`src/rtl/wb_pkg.sv`:
```
// Shared widths, the architectural zero-register index and queue entry types
// for the register-file writeback queue.
package wb_pkg;
  localparam int DATA_W  = 64;
  localparam int ADDR_W  = 5;
  localparam int XZR_IDX = 31;

  typedef struct packed {
    logic [ADDR_W-1:0] idx;
    logic [DATA_W-1:0] data;
  } wb_entry_t;

  typedef enum logic [1:0] {
    OCC_EMPTY   = 2'd0,
    OCC_PARTIAL = 2'd1,
    OCC_FULL    = 2'd2
  } occ_state_t;
endpackage

```
`src/rtl/wb_fwd_match.sv`:
```
// Youngest-wins search of the occupied queue entries for one read-port index.
module wb_fwd_match #(
  parameter int DEPTH    = 4,
  parameter int DATA_W   = 64,
  parameter int ADDR_W   = 5,
  parameter int DROP_XZR = 1,
  localparam int PTR_W   = $clog2(DEPTH),
  localparam int CNT_W   = PTR_W + 1
) (
  input  logic [DEPTH-1:0][ADDR_W-1:0] entry_reg,
  input  logic [DEPTH-1:0][DATA_W-1:0] entry_data,
  input  logic [PTR_W-1:0]             rd_ptr,
  input  logic [CNT_W-1:0]             count,
  input  logic [ADDR_W-1:0]            lookup_reg,
  output logic                         fwd_hit,
  output logic [DATA_W-1:0]            fwd_data
);
  import wb_pkg::*;

  logic [PTR_W-1:0] idx_s;

  // Walk oldest to youngest so a later (younger) match overrides an earlier one
  always_comb begin
    fwd_hit  = 1'b0;
    fwd_data = {DATA_W{1'b0}};
    idx_s    = rd_ptr;
    for (int k = 0; k < DEPTH; k++) begin
      idx_s = rd_ptr + PTR_W'(k);
      if ((CNT_W'(k) < count) && (entry_reg[idx_s] == lookup_reg)) begin
        fwd_hit  = 1'b1;
        fwd_data = entry_data[idx_s];
      end else begin
        fwd_hit  = fwd_hit;
        fwd_data = fwd_data;
      end
    end
    if ((DROP_XZR != 0) && (lookup_reg == ADDR_W'(XZR_IDX))) begin
      fwd_hit  = 1'b0;
      fwd_data = {DATA_W{1'b0}};
    end else begin
      fwd_hit  = fwd_hit;
      fwd_data = fwd_data;
    end
  end
endmodule

```
`src/rtl/writeback_queue.sv`:
```
// Circular writeback queue in front of the register-file write port, with
// two read-port forwarding lookups over the pending entries.
module writeback_queue #(
  parameter int DEPTH    = 4,
  parameter int DATA_W   = wb_pkg::DATA_W,
  parameter int ADDR_W   = wb_pkg::ADDR_W,
  parameter int DROP_XZR = 1
) (
  input  logic                    CLK,
  input  logic                    RESET_N,
  input  logic                    IN_VALID,
  output logic                    IN_READY,
  input  logic [ADDR_W-1:0]       IN_REG,
  input  logic [DATA_W-1:0]       IN_DATA,
  input  logic                    WB_STALL,
  output logic                    REG_WRITE_ENABLE,
  output logic [ADDR_W-1:0]       WRITE_REG,
  output logic [DATA_W-1:0]       WRITE_DATA,
  input  logic [ADDR_W-1:0]       LOOKUP_REG_A,
  input  logic [ADDR_W-1:0]       LOOKUP_REG_B,
  output logic                    FWD_HIT_A,
  output logic                    FWD_HIT_B,
  output logic [DATA_W-1:0]       FWD_DATA_A,
  output logic [DATA_W-1:0]       FWD_DATA_B,
  output logic [$clog2(DEPTH):0]  COUNT,
  output logic                    EMPTY
);
  import wb_pkg::*;

  localparam int PTR_W = $clog2(DEPTH);
  localparam int CNT_W = PTR_W + 1;

  logic [PTR_W-1:0]             rd_ptr_r, wr_ptr_r;
  logic [CNT_W-1:0]             count_r;
  logic [DEPTH-1:0][ADDR_W-1:0] reg_mem_r;
  logic [DEPTH-1:0][DATA_W-1:0] data_mem_r;
  occ_state_t                   occ_s;
  logic                         in_ready_s, empty_s, accept_s, drop_s, push_s, pop_s;

  // Occupancy class derived from the count
  always_comb begin
    occ_s = OCC_PARTIAL;
    if (count_r == {CNT_W{1'b0}}) begin
      occ_s = OCC_EMPTY;
    end else if (count_r == CNT_W'(DEPTH)) begin
      occ_s = OCC_FULL;
    end else begin
      occ_s = OCC_PARTIAL;
    end
  end

  // A full queue refuses input even while popping: no pass-through path
  assign in_ready_s = (occ_s != OCC_FULL);
  assign empty_s    = (occ_s == OCC_EMPTY);
  assign accept_s   = IN_VALID && in_ready_s;
  assign drop_s     = (DROP_XZR != 0) && (IN_REG == ADDR_W'(XZR_IDX));
  assign push_s     = accept_s && !drop_s;
  assign pop_s      = !empty_s && !WB_STALL;

  // Pointer and occupancy state; pointers wrap naturally at power-of-two depth
  always_ff @(posedge CLK or negedge RESET_N) begin
    if (!RESET_N) begin
      rd_ptr_r <= {PTR_W{1'b0}};
      wr_ptr_r <= {PTR_W{1'b0}};
      count_r  <= {CNT_W{1'b0}};
    end else begin
      if (push_s) wr_ptr_r <= wr_ptr_r + PTR_W'(1);
      if (pop_s)  rd_ptr_r <= rd_ptr_r + PTR_W'(1);
      case ({push_s, pop_s})
        2'b10:   count_r <= count_r + CNT_W'(1);
        2'b01:   count_r <= count_r - CNT_W'(1);
        default: count_r <= count_r;
      endcase
    end
  end

  // Entry storage needs no reset; only occupied slots are ever observed
  always_ff @(posedge CLK) begin
    if (push_s) begin
      reg_mem_r[wr_ptr_r]  <= IN_REG;
      data_mem_r[wr_ptr_r] <= IN_DATA;
    end
  end

  // Head presentation, zeroed while empty
  always_comb begin
    WRITE_REG  = {ADDR_W{1'b0}};
    WRITE_DATA = {DATA_W{1'b0}};
    if (!empty_s) begin
      WRITE_REG  = reg_mem_r[rd_ptr_r];
      WRITE_DATA = data_mem_r[rd_ptr_r];
    end else begin
      WRITE_REG  = {ADDR_W{1'b0}};
      WRITE_DATA = {DATA_W{1'b0}};
    end
  end

  assign REG_WRITE_ENABLE = pop_s;
  assign IN_READY         = in_ready_s;
  assign COUNT            = count_r;
  assign EMPTY            = empty_s;

  wb_fwd_match #(.DEPTH(DEPTH), .DATA_W(DATA_W), .ADDR_W(ADDR_W), .DROP_XZR(DROP_XZR)) u_fwd_a (
    .entry_reg  (reg_mem_r),
    .entry_data (data_mem_r),
    .rd_ptr     (rd_ptr_r),
    .count      (count_r),
    .lookup_reg (LOOKUP_REG_A),
    .fwd_hit    (FWD_HIT_A),
    .fwd_data   (FWD_DATA_A)
  );

  wb_fwd_match #(.DEPTH(DEPTH), .DATA_W(DATA_W), .ADDR_W(ADDR_W), .DROP_XZR(DROP_XZR)) u_fwd_b (
    .entry_reg  (reg_mem_r),
    .entry_data (data_mem_r),
    .rd_ptr     (rd_ptr_r),
    .count      (count_r),
    .lookup_reg (LOOKUP_REG_B),
    .fwd_hit    (FWD_HIT_B),
    .fwd_data   (FWD_DATA_B)
  );
endmodule

```
`config.mk`:
```
export PLATFORM = sky130hd
export DESIGN_NAME = writeback_queue
export DESIGN_NICKNAME = d
export VERILOG_FILES = /design/src/rtl/wb_pkg.sv /design/src/rtl/wb_fwd_match.sv /design/src/rtl/writeback_queue.sv
export SDC_FILE = /design/constraint.sdc
export NUM_CORES = 1
export LEC_CHECK = 0
export CAP_MARGIN = 10
export CELL_PAD_IN_SITES_DETAIL_PLACEMENT = 1
export CELL_PAD_IN_SITES_GLOBAL_PLACEMENT = 2
export CORE_ASPECT_RATIO = 2
export CORE_MARGIN = 8
export CORE_UTILIZATION = 35
export DETAILED_ROUTE_END_ITERATION = 16
export PLACE_DENSITY_LB_ADDON = 0.1
export SYNTH_ARGS = -nofsm -noshare
export SYNTH_HDL_FRONTEND = slang
export SYNTH_SLANG_ARGS = --single-unit
```
`constraint.sdc`:
```
create_clock -name CLK -period 4.28 [get_ports CLK]
set_input_delay 0.428 -clock CLK [delete_from_list [all_inputs] [get_ports CLK]]
set_output_delay 0.428 -clock CLK [all_outputs]
set_load 0.01 [all_outputs]
```
# --- Yosys cells after proc, flatten, opt, wreduce, memory -nomap -nowiden ---
# Cells that the tools add are included.
totals:
  reg_bits: 283
  inputBits: 83
op_classes:
  n_addsub: 6
  magnitude_cmp: 10
  n_eq_ne: 15
  muxes: 47
  n_reduce_logical: 18
op_table:
  columns: ["cell", "count"]
  rows:
  - ["$mux W64", 16]
  - ["$bmux W64 S2", 4]
  - ["$bwmux W256", 1]
  - ["$demux W64 S2", 1]
  - ["$bmux W5 S2", 4]
  - ["$eq A5 B5 Y1", 8]
  - ["$mux W5", 6]
  - ["$bwmux W20", 1]
  - ["$eq A5 B5 Y1 const B", 3]
  - ["$lt A2 B3 Y1 const B", 5]
  - ["$logic_and A1 B1 Y1", 12]
  - ["$demux W5 S2", 1]
  - ["$mux W1", 10]
  - ["$lt A1 B3 Y1 const A", 2]
  - ["$lt A2 B3 Y1 const A", 2]
  - ["$pmux W3 S2", 1]
  - ["$add A2 B1 Y2 const B", 2]
  - ["$add A2 B2 Y2 const B", 2]
  - ["$mux W2", 2]
  - ["$add A3 B1 Y3 const B", 1]
  - ["$eq A3 B3 Y1 const B", 1]
  - ["$logic_not A1 Y1", 3]
  - ["$logic_not A3 Y1", 1]
  - ["$sub A3 B1 Y3 const B", 1]
  - ["other kinds (6)", 6]

# --- Logic depth before layout (Yosys ltp) ---
depth:
  depth_word: 9
  mapped_depth: 14

# --- Hierarchy ---
# From an unflattened synthesis, not the netlist that was laid out.
hier_totals:
  cells_unflattened: 2706
  hier_area_um2: 30005.0
by_module_without_submodules:
  columns: ["module", "n_inst", "cells_each", "area_each_um2", "seq_area_each_um2"]
  rows:
  - ["wb_fwd_match", 2, 1115, 9526.6, 0.0]
  - ["writeback_queue", 1, 476, 10951.8, 8463.1]

# --- Least setup slack after synthesis ---
# Ideal clock, no wire load.
synth_path:
  path_type: "register to register"
  start: "register count_r[0] (netlist: COUNT[0])"
  end: "register data_mem_r[0] (netlist name) (enable)"
  setup_ns: 0.435
  arrival_ns: 3.013
  required_time_ns: 3.845
  setup_slack_ns: 0.833
  stages_incl_launch_ff: 7
  n_path_buf: 0
  synth_period_minus_slack_ns: 3.447
  cell_sequence: "dfrtp_1 > inv_1 > ha_1 > nand2_1 > nand2_1 > a31oi_1 > and2_1"
synth_via:
  elab_chain_len: 6
synth_lines:
  columns: ["item", "line_no", "source"]
  rows:
  - ["start, declared", "writeback_queue.sv:34", "logic [CNT_W-1:0] count_r;"]
  - ["start signal, assigned", "writeback_queue.sv:65", "count_r <= {CNT_W{1'b0}};"]
  - ["start signal, assigned", "writeback_queue.sv:70", "2'b10: count_r <= count_r + CNT_W'(1);"]
  - ["start signal, assigned", "writeback_queue.sv:71", "2'b01: count_r <= count_r - CNT_W'(1);"]
  - ["$eq A3 B3 Y1", "writeback_queue.sv:45", "end else if (count_r == CNT_W'(DEPTH)) begin"]
  - ["$mux W2", "writeback_queue.sv:45", null]
  - ["$mux W2 *", "writeback_queue.sv:43", "if (count_r == {CNT_W{1'b0}}) begin"]
  - ["$ne A2 B2 Y1 *", "writeback_queue.sv:53", "assign in_ready_s = (occ_s != OCC_FULL);"]
  - ["net IN_READY", "writeback_queue.sv:12", "output logic IN_READY,"]
  - ["$logic_and A1 B1 Y1 *", "writeback_queue.sv:55", "assign accept_s = IN_VALID && in_ready_s;"]
  - ["$logic_and A1 B1 Y1 *", "writeback_queue.sv:57", "assign push_s = accept_s && !drop_s;"]
  - ["end signal, assigned by index", "writeback_queue.sv:81", "data_mem_r[wr_ptr_r] <= IN_DATA;"]
  - ["end, declared", "writeback_queue.sv:36", "logic [DEPTH-1:0][DATA_W-1:0] data_mem_r;"]
# The timed path passes the listed nets; every way through them passes the cells marked *.
# A chain may end at the register's enable or synchronous reset.

# --- Final worst setup path ---
layout_path:
  start: "register rd_ptr_r[1]"
  end: "output FWD_DATA_B[19]"
layout_via:
  elab_chain_len: 9
layout_lines:
  columns: ["item", "line_no", "source"]
  rows:
  - ["start, declared", "writeback_queue.sv:33", "logic [PTR_W-1:0] rd_ptr_r, wr_ptr_r;"]
  - ["start signal, assigned", "writeback_queue.sv:63", "rd_ptr_r <= {PTR_W{1'b0}};"]
  - ["start signal, assigned", "writeback_queue.sv:68", "if (pop_s) rd_ptr_r <= rd_ptr_r + PTR_W'(1);"]
  - ["$add A2 B1 Y2 or $bmux W5 S2 (tied branches)", "wb_fwd_match.sv:28, wb_fwd_match.sv:29", null]
  - ["$bmux W5 S2 or $mux W5 (tied branches)", "wb_fwd_match.sv:29", "if ((CNT_W'(k) < count) && (entry_reg[idx_s] == lookup_reg)) begin"]
  - ["$mux W5 (not written as such) or $eq A5 B5 Y1 (tied branches)", "wb_fwd_match.sv:29", null]
  - ["$eq A5 B5 Y1 or $logic_and A1 B1 Y1 (tied branches)", "wb_fwd_match.sv:29", null]
  - ["$logic_and A1 B1 Y1 or $mux W64 (tied branches)", "wb_fwd_match.sv:29", null]
  - ["$mux W64 (2 in series)", "wb_fwd_match.sv:29", null]
  - ["$mux W64 *", "wb_fwd_match.sv:29", null]
  - ["$mux W64 *", "wb_fwd_match.sv:37", "if ((DROP_XZR != 0) && (lookup_reg == ADDR_W'(XZR_IDX))) begin"]
  - ["end, declared", "writeback_queue.sv:24", "output logic [DATA_W-1:0] FWD_DATA_B,"]
# Every way passes the cells marked *; elsewhere a longest branch is shown, timed or not. The select of a mux whose other input is x is not followed.

==> metrics.md <==
| Metric | Value |
|---|---|
| Fin crit share | 106.7% |
| CTS max path bufs | 3 |
| First-pass GRT wire length | 159.7 mm |
| Clock sinks | 283 |
| Post-synth EDFFs | 276 |
| Vias in the first global route | 24,490 |
| GR Overflow Total | 0 |
| Finished Core Util | 50.90% |
| CP max FO | 7 |
| Total CTS buffers | 31 |
| Net switching power | 12.13 mW |
| Max frequency | 219.0 MHz |
| #FFs+latches synth | 283 |
| Initial antenna violation count | 3 |
| Worst slew margin | 28.12% |
| Fin area | 31,870 um^2 |
| Placed inst area | 26,720 um^2 |
| Crit end category | output port |
| PD cells | 785.1 nW/um^2 |
| RSZ-0062 raised after global routing | true |
| Die X-Extent | 193.7 um |
| Clock latency on the worst-skew pair | 640 ps |
| Hold slack final | 51.80 ps |
| Period minus WS final | 4566 ps |
| Initial Util | 35.31% |
| WL/cell | 31.21 um |
| Most common cell after layout, fill and taps aside | edfxtp_1 |
| Area Growth Syn to Fin | 44.14% |
| DR vias | 22,970 |
| Combinational Power Share | 72.0% |
| Sequential power share | 16.2% |
| WP data required | 3850 ps |
| Leakage power | 11.60 nW |
| Fin cells | 3,601 |
| Final clock skew | 28.49 ps |
| Number of core rows | 130 |
| MaxCap Viol Count | 0 |
| FFs w/ async S/R, synth | 2.473% |
| Die Height | 371.5 um |
| CP Class | reg2out |
| Synth Flop Type | edfxtp_1 |
| Post-Syn Area | 22,110 um^2 |
| Seq/Total Area, Yosys | 38.27% |
| CTS tree | built |
| Sw Ratio | 48.46% |
| Status | finished with violations |
| Slew Viols, Final | 0 |
| VDD IR max | 651.4 uV |
| Worst Setup Start Kind | flop |
| DRC errors left | 0 |
| Root buffer selected by CTS | clkbuf_16 |
| Final wirelength | 112.4 mm |
| Routability Congestion | 0.8880 |
| ANT nets after route | 0 |
| Synthesized Nets | 2,514 |
| Clock power share | 11.8% |
| Final WS setup | -286.1 ps |
| Die ar. | 71,970 um^2 |
| Syn Inst Count | 2,422 |
| Worst reg2reg path startpoint | COUNT[0] |
| DP Cell Count | 3,413 |
| Layout cells sized above 1 | 36.05% |
| Fin. Hold Viols | 0 |
| Total Routing Usage GR | 28.97% |
| Largest net degree at the start of global routing | 149 |
| Slew @ Worst Pin | 1078 ps |
| Synth cell types | 65 |
| Synth Warn # | 0 |
| Top Ports | 288 |
| Worst min path class | in2async |
| Failing checks | negative setup slack |
| Starting DRC count in detailed routing | 1,391 |
| NumNets Final | 2,874 |
| Drt pass-1 iters | 5 |
| Core Footprint | 62,620 um^2 |
| CP Launch Point | rd_ptr_r[1] |
| Via density | 6.379 |
| DP HPWL | 64.74 mm |
| Crit path arrival time | 4140 ps |
| Endpoints failing setup | 116 |
| Pint | 12.90 mW |
| Total chip power | 25.02 mW |
| Commonest cells after routing, fill and taps aside | edfxtp_1 (276), nor3_1 (204), mux2i_1 (193) |
| Clock transition at path regs | 70 ps |
| PortBufs | 287 |
| Mapped Avg Cell Area | 9.130 um^2 |
| H-tree levels | 1 |
## cell type report
cell class              count  area, um^2
repair buffers            593        6397
diodes                      2       5.005
clock buffers              34       787.0
inverters                  44       177.7
flip-flops and latches    283        8471
clock inverters            24       277.8
fillers                  6730       30750
multi-input cells        1829       14770
well taps                 792       991.0
## metal layers
layer  part of all wire (%)  global-route usage (%)  vias up  routed length (um)
li1                       -                       -    10000                   -
met1                     38                   32.57    11740               43030
met2                     51                   52.74      947               57110
met3                    5.9                   4.303      276                6640
met4                    5.0                   14.54        2                5598
met5                 0.0089                       0        -                  10
## through the flow
stage                     setup slack (ps)  setup TNS [ps]
after floorplan                      832.8               0
after global placement              -98.25          -163.5
after detailed placement            -110.0          -506.6
after CTS                           -194.6           -7591
after global routing                -358.0          -23070
final                               -286.1           -9744
## worst paths after layout
| kind | to | slack, ps | depth (start not counted) |
|---|---|---|---|
| max | FWD_DATA_B[19] | -290 | 16 |
| min | rd_ptr_r[0] | 50 | 1 |
| max reg2reg | data_mem_r[43] | 1350 | 7 |
| min reg2reg | COUNT[0] | 590 | 1 |
| max in group asynchronous | rd_ptr_r[1] | 3930 | 1 |
| min in group CLK | data_mem_r[203] | 410 | 1 |
## Yosys cell counts, drive strengths merged, types with 10 or more instances
cell     instances  area (um^2)
mux2           100         1126
mux2i          205         2092
nor2           171        656.9
inv             43        161.4
nor2b           10        62.56
o31ai           33        247.7
xnor2           29        276.5
a31oi           63        394.1
o221ai          18        195.2
o21ai          172        864.6
a211oi         179         1344
o211ai          12        90.09
xor2            26        227.7
a21oi          137        696.9
nand2          200        750.7
a311oi          55        481.7
clkbuf         159        596.8
nor3           234         1202
a21bo           12        120.1
or2             35        219.0
and2            12        75.07
a221oi          37        324.1
edfxtp         276         8288
buf            107        608.1
a2bb2oi         17        148.9
## flip-flops by register name (all words and copies together) (netlist names)
register	flops
reg_mem_r	20
wr_ptr_r	2
data_mem_r	256
COUNT	3
rd_ptr_r	2
## cells by family after synthesis
kind of cell / Yosys count / share of synthesized area [%]
AO/OA/AOI/OAI: 774 / 23.78
XOR/XNOR: 55 / 2.280
adder cells (fa/ha/maj): 9 / 0.5092
buffers and inverters: 310 / 6.201
flip-flops: 283 / 38.27
multiplexers: 309 / 14.96
AND/OR/NAND/NOR: 682 / 14.00
## critical path, cell delays in order (launching register included)
cell and delay, ps:
dfrtp_4 540, buf_6 150, buf_12 140, mux2i_4 200, buf_6 150, xnor2_4 110
nor4_2 260, nand2_1 140, a21oi_4 190, buf_12 150, buf_8 110, buf_12 130
nor3_1 60, a31oi_1 350, a311oi_2 190, a211oi_2 390, buf_2 210
## what timing repair did
| item | in CTS | in global routing |
|---|---|---|
| setup buffers | 71 | 65 |
| endpoints found under the setup margin | 150 | 131 |
| gates resized for setup | 699 | 456 |
| hold buffers | 0 | 0 |
| gates cloned | 21 | 12 |
| pin swaps | 107 | 182 |
## power groups by stage
stage                     combinational (mW)  sequential, mW  clock [mW]
after global routing                    19.0            4.10        3.07
after CTS                               16.3            4.02        3.01
after floorplan                         8.59            3.97           0
final                                   18.0            4.05        2.96
after detailed placement                14.9            4.08           0
after global placement                  14.7            4.05           0
No activity file was read; power rests on OpenSTA's default activity.
